`config.mk`:
```
export PLATFORM = sky130hd
export DESIGN_NAME = sram_port_arbiter_flat
export DESIGN_NICKNAME = d
export VERILOG_FILES = /design/src/rtl/sram_arb_pkg.sv /design/src/rtl/sram_port_arbiter_if.sv /design/src/rtl/sram_arb_wdog.sv /design/src/rtl/sram_port_arbiter.sv /design/src/flat_wrapper.sv
export SDC_FILE = /design/constraint.sdc
export NUM_CORES = 1
export LEC_CHECK = 0
export CAP_MARGIN = 0
export CORE_ASPECT_RATIO = 0.6
export CORE_UTILIZATION = 28
export DETAILED_ROUTE_END_ITERATION = 6
export PLACE_DENSITY = 0.84
export SLEW_MARGIN = 20
export SYNTH_ARGS = -nofsm -noshare
export SYNTH_HDL_FRONTEND = slang
export SYNTH_SLANG_ARGS = --single-unit
```
`constraint.sdc`:
```
create_clock -name CLK -period 3.5 [get_ports CLK]
set_clock_uncertainty 0.1 [all_clocks]
set_input_delay 0.525 -clock CLK [delete_from_list [all_inputs] [get_ports CLK]]
set_output_delay 0.525 -clock CLK [all_outputs]
set_load 0.02 [all_outputs]
```
`src/rtl/sram_arb_pkg.sv`:
```
// Shared definitions for the two-port SRAM arbiter.
//   arb_state_e  : arbiter FSM encoding (IDLE / GNT0 / GNT1 / TURN)
//   ARB_ADDR_W   : default SRAM address width (512 words)
//   ARB_DATA_W   : default SRAM data width
//   wdog_cnt_w() : width of the watchdog counter for a given timeout
package sram_arb_pkg;

  typedef enum logic [1:0] {
    ARB_IDLE = 2'b00,
    ARB_GNT0 = 2'b01,
    ARB_GNT1 = 2'b10,
    ARB_TURN = 2'b11
  } arb_state_e;

  localparam int ARB_ADDR_W      = 9;
  localparam int ARB_DATA_W      = 8;
  localparam int ARB_WDOG_CYCLES = 256;

  // Counter only has to reach WDOG_CYCLES-1; keep at least one bit.
  function automatic int wdog_cnt_w(input int cycles);
    return (cycles > 1) ? $clog2(cycles) : 1;
  endfunction

endpackage

```
`src/rtl/sram_port_arbiter_if.sv`:
```
// Requester-side bus of the SRAM arbiter, both ports bundled.
//   REQ0/REQ1, CEN0/CEN1, WEN0/WEN1, A0/A1, D0/D1 : requester -> arbiter
//   GNT0/GNT1, RVLD0/RVLD1, Q                      : arbiter -> requesters
// Modports: master = requesters (loader + SPI readout), slave = arbiter.
interface sram_port_arbiter_if
  import sram_arb_pkg::*;
#(
  parameter int ADDR_WIDTH = ARB_ADDR_W,
  parameter int DATA_WIDTH = ARB_DATA_W
) ();

  logic                  REQ0, REQ1;
  logic                  GNT0, GNT1;
  logic                  CEN0, CEN1;
  logic                  WEN0, WEN1;
  logic [ADDR_WIDTH-1:0] A0, A1;
  logic [DATA_WIDTH-1:0] D0, D1;
  logic [DATA_WIDTH-1:0] Q;
  logic                  RVLD0, RVLD1;

  modport master (
    output REQ0, REQ1, CEN0, CEN1, WEN0, WEN1, A0, A1, D0, D1,
    input  GNT0, GNT1, Q, RVLD0, RVLD1
  );

  modport slave (
    input  REQ0, REQ1, CEN0, CEN1, WEN0, WEN1, A0, A1, D0, D1,
    output GNT0, GNT1, Q, RVLD0, RVLD1
  );

endinterface

```
`src/rtl/sram_arb_wdog.sv`:
```
// Grant-hold watchdog for the SRAM arbiter (built only with
// SRAM_ARB_WATCHDOG_EN).
//   clk, rst_n : clock, async active-low reset
//   run        : current owner holds the grant while the other port waits
//   err_clr    : clears the sticky error flag at a clock edge
//   timeout    : combinational, owner has held WDOG_CYCLES waiting cycles
//   err        : sticky timeout flag
module sram_arb_wdog
  import sram_arb_pkg::*;
#(
  parameter int WDOG_CYCLES = ARB_WDOG_CYCLES
) (
  input  logic clk,
  input  logic rst_n,
  input  logic run,
  input  logic err_clr,
  output logic timeout,
  output logic err
);

  localparam int              CNT_W    = wdog_cnt_w(WDOG_CYCLES);
  localparam logic [CNT_W-1:0] CNT_LAST = CNT_W'(WDOG_CYCLES - 1);

  logic [CNT_W-1:0] cnt_q, cnt_d;
  logic             err_q, err_d;

  assign timeout = run && (cnt_q == CNT_LAST);
  assign err     = err_q;

  always_comb begin
    cnt_d = cnt_q;
    err_d = err_q;
    // Counter restarts whenever nobody is waiting or the owner is preempted.
    if (!run || timeout) cnt_d = '0;
    else                 cnt_d = cnt_q + 1'b1;
    // A fresh timeout wins over a clear in the same cycle so it is never lost.
    if (timeout)      err_d = 1'b1;
    else if (err_clr) err_d = 1'b0;
  end

  always_ff @(posedge clk or negedge rst_n) begin
    if (!rst_n) begin
      cnt_q <= '0;
      err_q <= 1'b0;
    end else begin
      cnt_q <= cnt_d;
      err_q <= err_d;
    end
  end

endmodule

```
`src/rtl/sram_port_arbiter.sv`:
```
// Two-port arbiter in front of the shared 512x8 single-port SRAM.
// Port 0 = serial loader, port 1 = pseudo-SPI readout.
//   CLK, RST_N             : clock, async active-low reset
//   bus (slave)            : REQ/GNT handshake, CEN/WEN/A/D per port,
//                            broadcast Q, per-port RVLD strobe
//   SRAM_CEN/WEN/A/D/Q     : macro pins
//   ERR_CLR, ERR           : watchdog error clear / sticky flag
// Round-robin between the ports with one dead TURN cycle between owners.
// Optional macro SRAM_ARB_WATCHDOG_EN adds a grant-hold watchdog; without
// it ERR is tied low and grants are held for as long as REQ stays high.
module sram_port_arbiter
  import sram_arb_pkg::*;
#(
  parameter int ADDR_WIDTH  = ARB_ADDR_W,
  parameter int DATA_WIDTH  = ARB_DATA_W,
  parameter int WDOG_CYCLES = ARB_WDOG_CYCLES
) (
  input  logic                  CLK,
  input  logic                  RST_N,
  sram_port_arbiter_if.slave    bus,
  output logic                  SRAM_CEN,
  output logic                  SRAM_WEN,
  output logic [ADDR_WIDTH-1:0] SRAM_A,
  output logic [DATA_WIDTH-1:0] SRAM_D,
  input  logic [DATA_WIDTH-1:0] SRAM_Q,
  input  logic                  ERR_CLR,
  output logic                  ERR
);

  arb_state_e state_q, state_d;
  logic       last_q, last_d;   // index of the port served last
  logic [1:0] rvld_q, rvld_d;
  logic       wdog_to;

`ifdef SRAM_ARB_WATCHDOG_EN
  logic wdog_run;
  assign wdog_run = ((state_q == ARB_GNT0) && bus.REQ1) ||
                    ((state_q == ARB_GNT1) && bus.REQ0);

  sram_arb_wdog #(
    .WDOG_CYCLES (WDOG_CYCLES)
  ) u_wdog (
    .clk     (CLK),
    .rst_n   (RST_N),
    .run     (wdog_run),
    .err_clr (ERR_CLR),
    .timeout (wdog_to),
    .err     (ERR)
  );
`else
  localparam int unused_wdog_cycles = WDOG_CYCLES;
  logic unused_err_clr;
  assign unused_err_clr = ERR_CLR;
  assign wdog_to        = 1'b0;
  assign ERR            = 1'b0;
`endif

  // Next-state / priority pointer.
  always_comb begin
    state_d = state_q;
    last_d  = last_q;
    unique case (state_q)
      ARB_IDLE: begin
        if (bus.REQ0 && bus.REQ1) state_d = last_q ? ARB_GNT0 : ARB_GNT1;
        else if (bus.REQ0)        state_d = ARB_GNT0;
        else if (bus.REQ1)        state_d = ARB_GNT1;
      end
      ARB_GNT0: begin
        if (!bus.REQ0 || wdog_to) begin
          state_d = ARB_TURN;
          last_d  = 1'b0;
        end
      end
      ARB_GNT1: begin
        if (!bus.REQ1 || wdog_to) begin
          state_d = ARB_TURN;
          last_d  = 1'b1;
        end
      end
      ARB_TURN: begin
        // The port that did not just own the SRAM goes first.
        if (last_q) begin
          if (bus.REQ0)      state_d = ARB_GNT0;
          else if (bus.REQ1) state_d = ARB_GNT1;
          else               state_d = ARB_IDLE;
        end else begin
          if (bus.REQ1)      state_d = ARB_GNT1;
          else if (bus.REQ0) state_d = ARB_GNT0;
          else               state_d = ARB_IDLE;
        end
      end
      default: state_d = ARB_IDLE;
    endcase
  end

  // Macro drive straight from the state: a port's pins only reach the SRAM
  // while it holds the grant, so a non-owner's CEN can never fire.
  always_comb begin
    SRAM_CEN = 1'b1;
    SRAM_WEN = 1'b1;
    SRAM_A   = '0;
    SRAM_D   = '0;
    unique case (state_q)
      ARB_GNT0: begin
        SRAM_CEN = bus.CEN0;
        SRAM_WEN = bus.WEN0;
        SRAM_A   = bus.A0;
        SRAM_D   = bus.D0;
      end
      ARB_GNT1: begin
        SRAM_CEN = bus.CEN1;
        SRAM_WEN = bus.WEN1;
        SRAM_A   = bus.A1;
        SRAM_D   = bus.D1;
      end
      default: ;
    endcase
  end

  // Read strobe follows the access by one edge, tagged with the owner at
  // the time of the access (so it may land in TURN).
  always_comb begin
    rvld_d    = '0;
    rvld_d[0] = (state_q == ARB_GNT0) && !SRAM_CEN && SRAM_WEN;
    rvld_d[1] = (state_q == ARB_GNT1) && !SRAM_CEN && SRAM_WEN;
  end

  always_ff @(posedge CLK or negedge RST_N) begin
    if (!RST_N) begin
      state_q <= ARB_IDLE;
      last_q  <= 1'b1;
      rvld_q  <= '0;
    end else begin
      state_q <= state_d;
      last_q  <= last_d;
      rvld_q  <= rvld_d;
    end
  end

  assign bus.GNT0  = (state_q == ARB_GNT0);
  assign bus.GNT1  = (state_q == ARB_GNT1);
  assign bus.RVLD0 = rvld_q[0];
  assign bus.RVLD1 = rvld_q[1];
  assign bus.Q     = SRAM_Q;

endmodule

```
`src/flat_wrapper.sv`:
```
// flat-port wrapper written by rule: the top's interface ports become plain ports
module sram_port_arbiter_flat import sram_arb_pkg::*;
#(
  parameter int ADDR_WIDTH  = ARB_ADDR_W,
  parameter int DATA_WIDTH  = ARB_DATA_W,
  parameter int WDOG_CYCLES = ARB_WDOG_CYCLES
)
  (CLK, RST_N, SRAM_CEN, SRAM_WEN, SRAM_A, SRAM_D, SRAM_Q, ERR_CLR, ERR, bus_REQ0, bus_REQ1, bus_CEN0, bus_CEN1, bus_WEN0, bus_WEN1, bus_A0, bus_A1, bus_D0, bus_D1, bus_GNT0, bus_GNT1, bus_Q, bus_RVLD0, bus_RVLD1);
  sram_port_arbiter_if #(.ADDR_WIDTH(ADDR_WIDTH), .DATA_WIDTH(DATA_WIDTH)) bus_i ();
  input  logic CLK;
  input  logic RST_N;
  output logic SRAM_CEN;
  output logic SRAM_WEN;
  output logic [ADDR_WIDTH-1:0] SRAM_A;
  output logic [DATA_WIDTH-1:0] SRAM_D;
  input  logic [DATA_WIDTH-1:0] SRAM_Q;
  input  logic ERR_CLR;
  output logic ERR;
  input wire logic [$bits(bus_i.REQ0)-1:0] bus_REQ0;
  input wire logic [$bits(bus_i.REQ1)-1:0] bus_REQ1;
  input wire logic [$bits(bus_i.CEN0)-1:0] bus_CEN0;
  input wire logic [$bits(bus_i.CEN1)-1:0] bus_CEN1;
  input wire logic [$bits(bus_i.WEN0)-1:0] bus_WEN0;
  input wire logic [$bits(bus_i.WEN1)-1:0] bus_WEN1;
  input wire logic [$bits(bus_i.A0)-1:0] bus_A0;
  input wire logic [$bits(bus_i.A1)-1:0] bus_A1;
  input wire logic [$bits(bus_i.D0)-1:0] bus_D0;
  input wire logic [$bits(bus_i.D1)-1:0] bus_D1;
  output wire logic [$bits(bus_i.GNT0)-1:0] bus_GNT0;
  output wire logic [$bits(bus_i.GNT1)-1:0] bus_GNT1;
  output wire logic [$bits(bus_i.Q)-1:0] bus_Q;
  output wire logic [$bits(bus_i.RVLD0)-1:0] bus_RVLD0;
  output wire logic [$bits(bus_i.RVLD1)-1:0] bus_RVLD1;
  assign bus_i.REQ0 = bus_REQ0;
  assign bus_i.REQ1 = bus_REQ1;
  assign bus_i.CEN0 = bus_CEN0;
  assign bus_i.CEN1 = bus_CEN1;
  assign bus_i.WEN0 = bus_WEN0;
  assign bus_i.WEN1 = bus_WEN1;
  assign bus_i.A0 = bus_A0;
  assign bus_i.A1 = bus_A1;
  assign bus_i.D0 = bus_D0;
  assign bus_i.D1 = bus_D1;
  assign bus_GNT0 = bus_i.GNT0;
  assign bus_GNT1 = bus_i.GNT1;
  assign bus_Q = bus_i.Q;
  assign bus_RVLD0 = bus_i.RVLD0;
  assign bus_RVLD1 = bus_i.RVLD1;
  sram_port_arbiter #(.ADDR_WIDTH(ADDR_WIDTH), .DATA_WIDTH(DATA_WIDTH), .WDOG_CYCLES(WDOG_CYCLES)) u_core (.CLK(CLK), .RST_N(RST_N), .bus(bus_i), .SRAM_CEN(SRAM_CEN), .SRAM_WEN(SRAM_WEN), .SRAM_A(SRAM_A), .SRAM_D(SRAM_D), .SRAM_Q(SRAM_Q), .ERR_CLR(ERR_CLR), .ERR(ERR));
endmodule
```
---- Yosys cells after proc, flatten, opt, wreduce, memory -nomap -nowiden ----
Cells that the tools add are included.
word-level totals
  register bits ........................... 5
  word-level logic and storage cells ...... 38
  output and inout port bits .............. 32
  input port bits ......................... 51
cells by class
  muxes and demuxes ....................... 19
  reduce and logical (&&, ||, !) cells .... 10
  equal/unequal tests ..................... 6
operators with widths
  cell                                            count
  two-way mux 2 bit                               10
  case mux 9 bit (2 select lines)                 1
  case mux 8 bit (2 select lines)                 1
  case mux 2 bit (4 select lines)                 1
  case mux 1 bit (2 select lines)                 3
  AND reduction 3 bit                             2
  logical AND 1 bit                               5
  == test 2 bit (second input constant)           2
  != test 2 bit (second input constant)           2
  != test 4 x 3 -> 1 bit (second input constant)  1
  two-way mux 1 bit                               3
  == test 2 x 1 -> 1 bit (second input constant)  1
  zero test 2 bit                                 1
  nonzero test 2 bit                              1
  zero test 1 bit                                 1

---- Longest topological paths before layout ----
  word-level depth ........................ 5
  mapped depth ............................ 6
  mapped depth without buffers ............ 5

---- Worst setup path before layout ----
No wires, ideal clock.
  path kind ............................... reg2out
  start point ............................. register u_core.state_q[0]
  end point ............................... output SRAM_A[0]
  data required time ...................... 2.875 ns
  setup slack ............................. 1.372 ns
  stages on the path, launching flop included .. 6
  arrival time ............................ 1.503 ns
  path buffers ............................ 1
  cells stage by stage .................... dfrtp_1 inv_1 ha_1 clkbuf_1 a22oi_1 nor2b_1
on the way
  longest elaborated chain between the ends .. 2
  elaborated cells on any way between the ends .. 3
  those cells by class .................... 2 x eq/ne; 1 x mux
ends and longest elaborated chain
  item                             line                      source
  start, declared                  sram_port_arbiter.sv:30   arb_state_e state_q, state_d;
  start signal, assigned           sram_port_arbiter.sv:134  state_q <= state_d;
  == test 2 bit                    -
  via bus_GNT1                     flat_wrapper.sv:30        output wire logic [$bits(bus_i.GNT1)-1:0] bus_GNT1;
  case mux 9 bit (2 select lines)  sram_port_arbiter.sv:103  unique case (state_q)
  end, declared                    flat_wrapper.sv:14        output logic [ADDR_WIDTH-1:0] SRAM_A;
The timed path passes the listed nets, and every way through them passes these cells.

---- Worst setup path after layout ----
  start point ............................. register u_core.state_q[1]
  end point ............................... output SRAM_D[6]
on the way
  longest elaborated chain between the ends .. 2
  elaborated cells on any way between the ends .. 3
  those cells by class .................... 2 x eq/ne; 1 x mux
ends and longest elaborated chain
  item                                                            line                      source
  == test 2 bit / == test 2 x 1 -> 1 bit (equally long branches)  sram_port_arbiter.sv:103
  case mux 8 bit (2 select lines) *                               sram_port_arbiter.sv:103
  end, declared                                                   flat_wrapper.sv:15        output logic [DATA_WIDTH-1:0] SRAM_D;
Mark *: on every way between the ends. The rest lies on a longest branch, timed or not.

==> flow_metrics.env <==
export IMPL_status="finished clean"
export IMPL_worst_setup_path_type="flip-flop to output port"
export IMPL_startpoint="u_core.state_q[1]$_DFFE_PN0P_"
export IMPL_startpoint_type="flip-flop"
export IMPL_avgSynthCellArea_sq_um=7.87
export IMPL_drc=0
export IMPL_antenna_found_initial=0
export IMPL_cts_root_buf="clkbuf_8"
export IMPL_rows=13
export IMPL_place_area_sq_um=1280
export IMPL_reg2reg_setup_slack_ns=1.38
export IMPL_path_clk_slew_ns=0.03
export IMPL_htreeDepth=1
export IMPL_ir_worst_vdd_v=0.000322
export IMPL_drv_slew=0
export IMPL_io_pins=83
export IMPL_start_util_pct=30.7
export IMPL_antenna_cells=0
export IMPL_min_period_ns=3.05
export IMPL_worstMarginPinSlew_ns=0.839
export IMPL_relSlewSlack_pct=44.1
export IMPL_syn_num_nets=142
export IMPL_drt_iter0_markers=22
export IMPL_synth_cell_area_sq_um=684
export IMPL_cts_path_max_buffers=2
export IMPL_die_w_um=65.8
export IMPL_cts_resized=0
export IMPL_grt_use_met3_pct=6.53
export IMPL_r2r_cells=5
export IMPL_power_density_nw_per_um2=906
export IMPL_hold_path_class="input pin to asynchronous set/reset pin"
export IMPL_postRouteAntennaNets=0
export IMPL_r2r_end="u_core.state_q[1]$_DFFE_PN0P_"
export IMPL_crit_fanout=23
export IMPL_synth_warnings=0
export IMPL_hold_buffers=0
export IMPL_synth_area_leader_cell="a22oi_1"
export IMPL_final_setup_tns_ns=0
export IMPL_grt_total_usage_pct=15.7
export IMPL_final_area_sq_um=1320
export IMPL_grt_pass1_wl_um=3060
export IMPL_globalRouteOverflowTotal=0
export IMPL_required_ns=2.87
export IMPL_cts_tree="done"
export IMPL_drive_gt1_share_pct=4.26
export IMPL_gp_congestion=0.691
export IMPL_synth_cell_types=23
export IMPL_post_cts_setup_buffers=0
export IMPL_die_h_um=40.3
export IMPL_gr_usage_met1_pct=16.2
export IMPL_area_delta_synth_final_pct=93.1
export IMPL_crit_path_end_kind="output port"
export IMPL_finalPower_mw=1.20
export IMPL_setup_viol=0
export IMPL_wire_per_inst_um=13.5
export IMPL_via_count=829
export IMPL_crit_arrival_ns=2.42
export IMPL_synth_cells=87
export IMPL_core_sq_um=2230
export IMPL_seq_area_frac_synth_pct=18.5
export IMPL_cts_sinks=5
export IMPL_synth_top_area_share_pct=19.7
export IMPL_fin_crit_sh_pct=87.1
export IMPL_port_buffers=64
export IMPL_r2r_start="u_core.state_q[1]$_DFFE_PN0P_"
export IMPL_numCtsBuffers=3
export IMPL_busiest_layer="met2"
export IMPL_grt_max_degree=24
export IMPL_use_met2_pct=30.4
export IMPL_die_area_sq_um=2650
export IMPL_nNetsFinal=197
export IMPL_synth_area_leaders="a22oi_1, nor2b_1, dfrtp_1, buf_4, ha_1"
export IMPL_p_leak_nw=0.506
export IMPL_via_per_inst=4.85
export IMPL_fmax_ghz=0.328
export IMPL_dp_hpwl_um=1810
export IMPL_drt_total_wl_um=2310
export IMPL_rsz0062_at_grt="no"
export IMPL_grt_pass1_vias=721
export IMPL_maxCapViolations=0
export IMPL_dr_pass1_iters=4
export IMPL_clk_latency_ns=0.22
export IMPL_ys_seq_elements=5
export IMPL_hold_violations=0
export IMPL_fillers=196
-- layout make-up --
cell class | instances | area (sq um) | area share (%)
Clock buffer | 4 | 45.0 | 3.41
Inverter | 6 | 22.5 | 1.70
Multi-Input combinational cell | 61 | 442 | 33.4
Sequential cell | 5 | 126 | 9.56
Tap cell | 30 | 37.5 | 2.84
Timing Repair Buffer | 65 | 648 | 49.1
-- per-stage QoR --
step	hold slack (ns)	utilization, %	instances	setup WS [ns]
2_1_floorplan	0.129	-	87	1.37
3_3_place_gp	0.428	57.3	167	0.778
3_5_place_dp	0.440	57.3	167	0.709
4_1_cts	0.426	59.3	171	0.470
5_1_grt	0.436	59.3	171	0.327
6_report	0.421	59.3	171	0.452
-- critical path: stages, from the launching register on --
cell and delay, ns:
dfrtp_1 0.40, inv_1 0.09, ha_1 0.70, a22oi_1 0.21
nor2b_1 0.17, clkdlybuf4s50_1 0.62
-- how the worst max path moves through the flow --
stage	slack, ns	to
floorplan	1.37	SRAM_A[0]
global route	0.33	SRAM_D[6]
finish	0.45	SRAM_D[6]
CTS	0.47	SRAM_D[6]
detailed placement	0.71	SRAM_D[6]
global placement	0.78	SRAM_A[0]
-- cells in the final DEF (no fill, tap or decap) --
master / instances
a22o_1: 1
nor2_1: 3
clkdlybuf4s50_1: 64
dfstp_2: 1
conb_1: 1
dfrtp_1: 4
a31oi_4: 1
nand3_1: 1
o31a_1: 1
ha_1: 4
a22oi_1: 18
mux2_1: 1
clkbuf_8: 3
buf_4: 1
o221ai_1: 1
mux2i_1: 1
nand2b_1: 2
nor2b_1: 18
clkbuf_1: 1
nand2_1: 3
a21boi_0: 1
nand4b_1: 1
a21oi_1: 3
inv_1: 6
-- cells by family (layout without fill, tap and decap cells) --
| group | after synthesis | count (layout) | share of synthesized area, % |
|---|---|---|---|
| other cells | 1 | 1 | 0.548 |
| fa+ha+maj | 4 | 4 | 7.31 |
| buf+inv | 21 | 75 | 17.0 |
| simple gates | 28 | 28 | 23.6 |
| flops | 5 | 5 | 18.5 |
| compound gates | 26 | 26 | 30.0 |
| mux | 2 | 2 | 3.11 |
-- where the power goes --
| group | switching [mW] | internal, mW |
|---|---|---|
| Combinational | 0.509 | 0.483 |
| Sequential | 0.0172 | 0.0853 |
| Clock | 0.0253 | 0.0779 |
| Total | 0.551 | 0.646 |
-- state kept, by name, indices dropped and copies added, names as in the netlist --
name	count
u_core.last_q	1
u_core.rvld_q	2
u_core.state_q	2
-- cells in the mapped netlist (all sizes together) --
cell type and count:
conb 1, dfstp 1, buf 12, mux2 1, nand2 3, a21oi 3
nor2 3, mux2i 1, a22o 1, clkbuf 3, o31a 1, a22oi 18
dfrtp 4, o221ai 1, nand2b 2, nand4b 1, ha 4, inv 6
a31oi 1, nor2b 18, nand3 1, a21boi 1
-- layer usage --
metal	wire (um)	share of wire, %
met1	930	40
met2	1130	49
met3	255	11
met4	0	0
met5	0	0
No activity file was read; power rests on OpenSTA's default activity.
